[config.mk]
export PLATFORM = sky130hd
export DESIGN_NAME = ram_arbiter
export DESIGN_NICKNAME = d
export VERILOG_FILES = /design/src/rtl/ram_arb_pkg.sv /design/src/rtl/ram_arbiter_rr_picker.sv /design/src/rtl/ram_arbiter.sv
export SDC_FILE = /design/constraint.sdc
export NUM_CORES = 1
export LEC_CHECK = 0
export ABC_AREA = 1
export BUFFER_PORTS_ARGS = -buffer_cell sky130_fd_sc_hd__buf_2
export CORE_AREA = 10 10 118 120
export CTS_BUF_LIST = sky130_fd_sc_hd__clkbuf_16
export DETAILED_ROUTE_END_ITERATION = 12
export DIE_AREA = 0 0 128 130
export GPL_TIMING_DRIVEN = 0
export SETUP_SLACK_MARGIN = 0.05
export SYNTH_ARGS = -nofsm -noshare
export SYNTH_HDL_FRONTEND = slang
export SYNTH_SLANG_ARGS = --single-unit
[constraint.sdc]
create_clock -name clock -period 3.3 [get_ports clock]
set_input_delay 0.495 -clock clock [delete_from_list [all_inputs] [get_ports clock]]
set_output_delay 0.495 -clock clock [all_outputs]
set_load 0.02 [all_outputs]
[src/rtl/ram_arb_pkg.sv]
// Shared types and defaults for the ram_arbiter scratchpad arbiter.
// cmd_t describes one granted command at the default widths; clog2 sizes the id fields.
package ram_arb_pkg;

    localparam int RAM_ARB_N  = 4;
    localparam int RAM_ARB_AW = 16;
    localparam int RAM_ARB_DW = 16;

    // Ceiling log2 for values >= 2; used to size requester ids.
    function automatic int clog2(input int value);
        int r;
        r = 0;
        for (int v = value - 1; v > 0; v = v >> 1) begin
            r = r + 1;
        end
        return r;
    endfunction

    localparam int RAM_ARB_IDW = clog2(RAM_ARB_N);

    typedef struct packed {
        logic                  valid;
        logic                  we;
        logic [RAM_ARB_IDW-1:0] id;
        logic [RAM_ARB_AW-1:0]  addr;
        logic [RAM_ARB_DW-1:0]  wdata;
    } cmd_t;

endpackage

[src/rtl/ram_arbiter_rr_picker.sv]
// Round-robin picker: rotate requests so rr_ptr sits at bit 0, take the lowest
// set bit, then rotate the winner back to an absolute requester id.
module rr_picker #(
    parameter int N   = 4,
    parameter int IDW = 2
) (
    input  logic [N-1:0]   i_req,
    input  logic [IDW-1:0] i_ptr,
    output logic [N-1:0]   o_grant,
    output logic [IDW-1:0] o_id,
    output logic           o_any
);

    localparam logic [N-1:0]   ONE_N = {{(N-1){1'b0}}, 1'b1};
    localparam logic [IDW:0]   N_EXT = (IDW+1)'(N);

    logic [N-1:0]   w_rot;
    logic [IDW-1:0] w_off;
    logic [IDW:0]   w_sum;

    assign w_rot = N'({i_req, i_req} >> i_ptr);

    // Lowest set bit of the rotated vector is the winner's offset from rr_ptr.
    always_comb begin
        w_off = '0;
        o_any = 1'b0;
        for (int k = N - 1; k >= 0; k--) begin
            if (w_rot[k]) begin
                w_off = IDW'(k);
                o_any = 1'b1;
            end
        end
    end

    assign w_sum   = {1'b0, i_ptr} + {1'b0, w_off};
    assign o_id    = (w_sum >= N_EXT) ? IDW'(w_sum - N_EXT) : IDW'(w_sum);
    assign o_grant = o_any ? (ONE_N << o_id) : '0;

endmodule

[src/rtl/ram_arbiter.sv]
// ram_arbiter: round-robin sharing of one async-read/sync-write scratchpad among
// N requesters. Stage A grants one command per cycle into cmd_q; stage B drives
// the RAM from cmd_q and registers read data with the requester id.
// Optional feature: define RAM_ARB_LOCK_EN to add req_lock, letting a requester
// hold exclusive access across consecutive grants.
module ram_arbiter
    import ram_arb_pkg::*;
#(
    parameter int N  = RAM_ARB_N,
    parameter int AW = RAM_ARB_AW,
    parameter int DW = RAM_ARB_DW
) (
    input  logic                  clock,
    input  logic                  reset,
    input  logic [N-1:0]          req_valid,
    output logic [N-1:0]          req_ready,
    input  logic [N-1:0]          req_we,
    input  logic [N*AW-1:0]       req_addr,
    input  logic [N*DW-1:0]       req_wdata,
`ifdef RAM_ARB_LOCK_EN
    input  logic [N-1:0]          req_lock,
`endif
    output logic                  resp_valid,
    output logic [clog2(N)-1:0]   resp_id,
    output logic [DW-1:0]         resp_data,
    output logic [AW-1:0]         ram_raddr,
    output logic [AW-1:0]         ram_waddr,
    output logic [DW-1:0]         ram_din,
    output logic                  ram_we,
    input  logic [DW-1:0]         ram_dout
);

    localparam int IDW = clog2(N);
    localparam logic [N-1:0] ONE_N = {{(N-1){1'b0}}, 1'b1};

    // Same layout as ram_arb_pkg::cmd_t, sized by this instance's parameters.
    typedef struct packed {
        logic           valid;
        logic           we;
        logic [IDW-1:0] id;
        logic [AW-1:0]  addr;
        logic [DW-1:0]  wdata;
    } cmd_q_t;

    logic [N-1:0]   w_req;
    logic [N-1:0]   w_grant;
    logic [IDW-1:0] w_gid;
    logic           w_any;
    logic           w_hs;

    logic [IDW-1:0] r_rr_ptr;
    cmd_q_t         r_cmd_q;

`ifdef RAM_ARB_LOCK_EN
    logic           r_lock_q;
    logic [IDW-1:0] r_lock_id;
    logic           w_lock_hold;

    // Lock stays effective only while its owner keeps req_lock raised.
    assign w_lock_hold = r_lock_q & req_lock[r_lock_id];

    // While locked, everyone but the owner is masked out of the search.
    always_comb begin
        w_req = req_valid;
        if (w_lock_hold) begin
            w_req = req_valid & (ONE_N << r_lock_id);
        end
    end

    // Lock is taken on a locked handshake and released when the owner drops req_lock.
    always_ff @(posedge clock) begin
        if (reset) begin
            r_lock_q  <= 1'b0;
            r_lock_id <= '0;
        end else if (w_hs && req_lock[w_gid]) begin
            r_lock_q  <= 1'b1;
            r_lock_id <= w_gid;
        end else if (r_lock_q && !req_lock[r_lock_id]) begin
            r_lock_q  <= 1'b0;
        end
    end
`else
    assign w_req = req_valid;
`endif

    rr_picker #(
        .N   (N),
        .IDW (IDW)
    ) u_picker (
        .i_req   (w_req),
        .i_ptr   (r_rr_ptr),
        .o_grant (w_grant),
        .o_id    (w_gid),
        .o_any   (w_any)
    );

    // Stage B drains every cycle, so any pick is accepted unless in reset.
    assign req_ready = w_grant & {N{~reset}};
    assign w_hs      = w_any & ~reset;

    // Stage A: capture the granted command and advance the round-robin pointer.
    always_ff @(posedge clock) begin
        if (reset) begin
            r_rr_ptr <= '0;
            r_cmd_q  <= '0;
        end else begin
            r_cmd_q.valid <= w_hs;
            if (w_hs) begin
                r_cmd_q.we    <= req_we[w_gid];
                r_cmd_q.id    <= w_gid;
                r_cmd_q.addr  <= req_addr[w_gid*AW +: AW];
                r_cmd_q.wdata <= req_wdata[w_gid*DW +: DW];
                r_rr_ptr      <= (w_gid == IDW'(N - 1)) ? '0 : w_gid + IDW'(1);
            end
        end
    end

    assign ram_raddr = r_cmd_q.addr;
    assign ram_waddr = r_cmd_q.addr;
    assign ram_din   = r_cmd_q.wdata;
    assign ram_we    = r_cmd_q.valid & r_cmd_q.we & ~reset;

    // Stage B: register async read data with its requester id; writes are silent.
    always_ff @(posedge clock) begin
        if (reset) begin
            resp_valid <= 1'b0;
            resp_id    <= '0;
            resp_data  <= '0;
        end else if (r_cmd_q.valid && !r_cmd_q.we) begin
            resp_valid <= 1'b1;
            resp_id    <= r_cmd_q.id;
            resp_data  <= ram_dout;
        end else begin
            resp_valid <= 1'b0;
        end
    end

endmodule

==> Yosys cells after proc, flatten, opt, wreduce, memory -nomap -nowiden <==
Index checks and enable logic that the tools add are counted.
Widths: inputs -> output; s select.
{ "word_totals": {"register_bits": 57, "input_bits": 154, "output_inout_bits": 72, "elab_cells": 40} }
{ "op_classes": {"n_addsub": 3, "n_lt_le_gt_ge": 2, "eq_ne": 1, "n_shift": 4, "mux": 14, "n_bitwise": 5, "n_reduce_logical": 2} }
{ "op_table": {"columns": ["cell", "count"], "rows": [
  ["$shiftx 64x7->16", 2],
  ["$mux 2", 6],
  ["$shr 8x2->4", 1],
  ["$mux 1", 6],
  ["$and 4x4->4", 1],
  ["$mux 4", 1],
  ["$shl 1x2->4 const A", 1],
  ["$add 2x2->3", 1],
  ["$and 1x1->1", 3],
  ["$ge 3x3->1 const B", 1],
  ["$lt 2x3->1 const B", 1],
  ["$add 2x1->2 const B", 1],
  ["$bmux 1 s2", 1],
  ["$eq 2x2->1 const B", 1],
  ["$sub 2x1->2 const B", 1],
  ["$logic_and 1x1->1", 1],
  ["$logic_not 1->1", 1],
  ["$not 1->1", 1]
]} }

==> Longest topological paths before layout <==
{ "logic_depth": {"depth_word": 11, "depth_mapped": 16, "ltp_nobuf": 15} }

==> By module <==
A second synthesis with hierarchy kept.
{ "unflattened": {"hier_cells": 695, "area_unflattened_um2": 4006.3} }
{ "by_module_without_submodules": {"columns": ["mod", "n_inst", "cells_each", "area_each_um2", "seq_area_each_um2"], "rows": [
  ["ram_arbiter", 1, 652, 3788.6, 1141.1],
  ["rr_picker", 1, 43, 217.7, 0.0]
]} }

==> Least setup slack after synthesis <==
Ideal clock, no wire load.
{ "synth_path": {"path_type": "input to output", "start": "input req_valid[1]", "end": "output req_ready[3]", "t_arrival_ns": 2.222, "required_ns": 2.805, "slack_ns": 0.583, "stages": 13, "n_path_buf": 1, "path_cell_list": "nand2_1 > nand3_1 > nand2_2 > nand3_1 > a21boi_0 > ha_1 > xor2_2 > nand2_4 > nand2_8 > buf_12 > ha_1 > inv_1 > nor2_1"} }
{ "synth_via": {"elab_chain_cells": 11, "elab_cells_between_ends": 16, "cone_classes": "add/sub: 2; order compare: 1; shift: 2; mux: 10; bitwise: 1"} }
{ "synth_lines": {"columns": ["element", "line_no", "source"], "rows": [
  ["start, declared", "ram_arbiter.sv:15", "input logic [N-1:0] req_valid,"],
  ["$shr 8x2->4 *", "ram_arbiter_rr_picker.sv:21", "assign w_rot = N'({i_req, i_req} >> i_ptr);"],
  ["$mux 2 (4 in a row)", "ram_arbiter_rr_picker.sv:28", "if (w_rot[k]) begin"],
  ["$add 2x2->3", "ram_arbiter_rr_picker.sv:35", "assign w_sum = {1'b0, i_ptr} + {1'b0, w_off};"],
  ["$ge 3x3->1 or $sub 2x1->2 (tied branches)", "ram_arbiter_rr_picker.sv:36", "assign o_id = (w_sum >= N_EXT) ? IDW'(w_sum - N_EXT) : IDW'(w_sum);"],
  ["$mux 2", "ram_arbiter_rr_picker.sv:36", null],
  ["$shl 1x2->4", "ram_arbiter_rr_picker.sv:37", "assign o_grant = o_any ? (ONE_N << o_id) : '0;"],
  ["$mux 4 *", "ram_arbiter_rr_picker.sv:37", null],
  ["$and 4x4->4 *", "ram_arbiter.sv:98", "assign req_ready = w_grant & {N{~reset}};"],
  ["end, declared", "ram_arbiter.sv:16", "output logic [N-1:0] req_ready,"]
]} }
Every way passes the cells marked *; elsewhere a longest branch is shown, timed or not.

==> Final worst setup path <==
{ "layout_path": {"start": "register r_rr_ptr[0]", "end": "output req_ready[1]"} }
{ "layout_via": {"elab_chain_cells": 11, "elab_cells_between_ends": 16, "cone_classes": "add/sub: 2; order compare: 1; shift: 2; mux: 10; bitwise: 1"} }
{ "layout_lines": {"columns": ["element", "line_no", "source"], "rows": [
  ["start, declared", "ram_arbiter.sv:51", "logic [IDW-1:0] r_rr_ptr;"],
  ["start signal, assigned", "ram_arbiter.sv:113", "r_rr_ptr <= (w_gid == IDW'(N - 1)) ? '0 : w_gid + IDW'(1);"],
  ["$shr 8x2->4", "ram_arbiter_rr_picker.sv:21", null],
  ["$mux 2 (4 in a row)", "ram_arbiter_rr_picker.sv:28", null],
  ["$add 2x2->3 *", "ram_arbiter_rr_picker.sv:35", null],
  ["$ge 3x3->1 or $sub 2x1->2 (tied branches)", "ram_arbiter_rr_picker.sv:36", null],
  ["$mux 2 *", "ram_arbiter_rr_picker.sv:36", null],
  ["net u_picker.o_id[0]", "ram_arbiter_rr_picker.sv:10", "output logic [IDW-1:0] o_id,"],
  ["$shl 1x2->4 *", "ram_arbiter_rr_picker.sv:37", null],
  ["$mux 4 *", "ram_arbiter_rr_picker.sv:37", null],
  ["$and 4x4->4 *", "ram_arbiter.sv:98", null]
]} }
The timed path passes the listed nets; every way through them passes the cells marked *.

==> metrics.cfg <==
[critical_path]
worst-r2r-cell-count = 13
r2r_start = r_rr_ptr[0]$_SDFFE_PP0P_
critical_path.max_fanout = 10
critical_path_required_ns = 2.80
setup_slack_of_the_most_critical_reg_to_reg_path_ns = 0.46
crit_path_end_kind = output port
path_class = reg2out
type_of_element_launching_the_critical_path = register
timing.critical_path.arrival_ns = 2.58
worstReg2RegEnd = ram_din[2]$_SDFFE_PP0P_

[power_and_ir_drop]
logic_gate_share_of_total_power = 0.688
p_sw_frac = 0.4641
power.internal_uw = 3418
power_per_cell_area_nw_per_um2 = 1158
sequentialPowerShare = 0.177
vdd_ir_drop_max_v = 0.0006097
switchingPower_uw = 2960
leakagePower_uw = 0.003033
power.share.clock = 0.136

[die]
floorplan.die_area_um2 = 16640
floorplan.io_pins = 226
core_area_um2 = 11710
die-height_um = 130
floorplan.die.width_um = 128
placementRows = 40
initial_core_util = 0.3300

[yosys]
synth_cells = 478
net_count_after_synthesis = 634
synth_sequential_area_ratio = 0.2952
netlist_top_cells_count = sky130_fd_sc_hd__nand2_1, sky130_fd_sc_hd__mux2i_1, sky130_fd_sc_hd__dfxtp_1
synthesis.yosys.warnings = 0
synth_cell_types = 28
synth_area_leader_cell = sky130_fd_sc_hd__dfxtp_1
netlist_top_cells_area = sky130_fd_sc_hd__dfxtp_1, sky130_fd_sc_hd__mux2i_1, sky130_fd_sc_hd__buf_4, sky130_fd_sc_hd__nand2_1, sky130_fd_sc_hd__nand3_1
synth-main-ff-cell = sky130_fd_sc_hd__dfxtp_1
async_sr_flop_fraction = 0
post-synth-top-count-cell = sky130_fd_sc_hd__nand2_1
synth.cell_area_um2 = 3865
synth.ff_latch_count = 57
synthDominantCellAreaShare = 0.2952
synth_enable_flop_cells = 0
post_synth.cell_area_avg_um2 = 8.086

[global_routing]
number_of_antenna_violations_at_the_first_check_in_global_routing = 0
grt_start_max_net_pins = 11
wire_length_of_the_first_global_routing_pass_mm = 20.62
groute.usage.overall = 0.1523
vias_in_the_first_global_route = 4178
globalRoute.totalOverflow = 0

[sta]
finalWorstPathRequiredPeriod_ns = 3.076
skew_ns = 0.007052
setup-violations-final = 0
relSlewSlack = 0.3746
final_count_of_hold_timing_violations = 0
fin_setup_tns_ns = 0
maximum_clock_frequency_mhz = 325.2
timing.final.crit_share = 0.9320
grt_setup_unrepaired = false
worst_slew_pin_tran_ns = 0.9381
setup_slack_after_layout_ns = 0.2245
finalMaxSlewViolations = 0

[place]
placement.setup.worst_slack_ns = 0.07588
io_buffers = 225
dp_hpwl_mm = 11.02
final_wtd_congestion = 0.7926
placed_area_um2 = 5175
dp_cells = 850

[finish]
area.growth.synth_to_final_pct = 42.51
layout-drive-gt1-share = 0.5319
final_design_area_no_fill_um2 = 5508
postLayoutCoreUtil = 0.4703
fin_nets = 874
post_route_insts_no_fill = 869
nFillCells = 1205
antenna-diode-count = 0

[min_path]
holdPathEnd = resp_data[14]$_SDFFE_PP0P_
hold_path_class = in2reg
timing.hold.worst_path_depth = 3
hp-start = ram_dout[14]

[drt]
avgRoutedWirePerCell_um = 15.54
drt_drc_violations_left = 0
first_iter_violations = 115
via_count = 3943
drt_first_pass_iters = 4
detail_route.vias_per_cell = 4.537
ant_nets = 0
detailed_route_wl_mm = 13.50

[cts]
numClockSinks = 57
clkLatencyLatePin_ns = 0.32
clk_root_buffer_cell = sky130_fd_sc_hd__clkbuf_16
cts_tree = yes
clk_transition_reported_paths_ns = 0.05
clock_path_buffers = 2
cts-htree-levels = 3
number_of_buffers_inserted_by_hold_repair_at_cts = 0
cts_inserted_buffers = 9

[status]
result_of_the_run = complete, no violations

[flow_run]
cap_violations = 0

[routing by layer]
metal / share of wire / track usage / up-vias / wire length [um]
met5: 0 / 0 / - / 0
met4: 0.011 / 0.04503 / 0 / 154
met3: 0.12 / 0.06897 / 12 / 1583
met2: 0.46 / 0.2538 / 170 / 6204
met1: 0.41 / 0.1714 / 1751 / 5561
li1: - / - / 2010 / -
[how the worst max path moves through the flow]
stage                             startpoint      endpoint  slack (ns)  depth (start not counted)
finish              r_rr_ptr[0]$_SDFFE_PP0P_  req_ready[1]        0.22                         12
global route        r_rr_ptr[0]$_SDFFE_PP0P_  req_ready[3]        0.04                         15
CTS                 r_rr_ptr[0]$_SDFFE_PP0P_  req_ready[3]        0.06                         16
detailed placement              req_valid[1]  req_ready[1]        0.08                         12
global placement                req_valid[1]  req_ready[1]        0.16                         12
floorplan                       req_valid[1]  req_ready[3]        0.58                         13
[layout make-up]
| class | count | area (um2) | area share |
|---|---|---|---|
| Buffer | 74 | 563.0 | 0.1022 |
| Clock buffer | 9 | 225.2 | 0.04089 |
| Clock inverter | 6 | 51.30 | 0.009314 |
| Inverter | 12 | 50.05 | 0.009087 |
| Multi-Input combinational cell | 335 | 2130 | 0.3866 |
| Sequential cell | 57 | 1146 | 0.2081 |
| Tap cell | 147 | 183.9 | 0.03339 |
| Timing Repair Buffer | 229 | 1159 | 0.2104 |
[layout by cell type (no fill, tap or decap), drive strengths merged]
cell / n
xor2: 1
clkinv: 5
o21ai: 22
nor3: 3
buf: 295
ha: 2
dfxtp: 57
nor2: 42
nand3: 77
clkbuf: 17
inv: 12
nand2: 121
a21boi: 1
mux2i: 66
bufinv: 1
[worst max-delay path: stages (launching register included)]
cell and delay [ns]:
sky130_fd_sc_hd__dfxtp_4 0.36, sky130_fd_sc_hd__inv_2 0.12, sky130_fd_sc_hd__nand2_1 0.09, sky130_fd_sc_hd__nand3_1 0.10, sky130_fd_sc_hd__nand2_2 0.08, sky130_fd_sc_hd__nand3_1 0.10, sky130_fd_sc_hd__a21boi_2 0.06, sky130_fd_sc_hd__ha_2 0.31
sky130_fd_sc_hd__buf_2 0.19, sky130_fd_sc_hd__clkbuf_2 0.33, sky130_fd_sc_hd__inv_1 0.14, sky130_fd_sc_hd__nor3_2 0.19, sky130_fd_sc_hd__buf_2 0.19
[registers in the layout, indices dropped and copies added (netlist names)]
register    count
resp_id         2
resp_valid      1
ram_din        16
r_rr_ptr        2
resp_data      16
r_cmd_q         4
ram_raddr      16
[repair_timing]
| item | in CTS | in global routing |
|---|---|---|
| gates resized for setup | 4 | 5 |
| setup endpoints to repair | 2 | 3 |
| pin swaps | 1 | 2 |
| endpoints found under the hold margin | 0 | 0 |
| buffers inserted | 0 | 4 |
[stage by stage]
step                total power [uW]  hold slack [ns]
floorplan                       4420           0.4272
global placement                5431           0.4405
detailed placement              5511           0.4404
CTS                             6410           0.3881
global route                    6911           0.4139
finish                          6378           0.3989
[kinds of logic (layout without fill, tap and decap cells)]
kind of cell / Yosys count / count (layout) / synth area share
and+or+nand+nor: 243 / 243 / 0.3344
buffers and inverters: 86 / 330 / 0.1583
DFF: 57 / 57 / 0.2952
AOI/OAI and AO/OA: 23 / 23 / 0.03043
adders and majority gates: 2 / 2 / 0.006474
muxes: 66 / 66 / 0.1709
xor gates and xnor gates: 1 / 1 / 0.004210
[power groups by stage]
stage	Sequential (uW)	Combinational, uW	Clock [uW]
2_1_floorplan	1160	3260	0
4_1_cts	1120	4400	891
6_report	1130	4390	866
5_1_grt	1160	4830	925
3_5_place_dp	1130	4390	0
3_3_place_gp	1120	4310	0
Note: power is estimated with default switching activity, not from simulation.
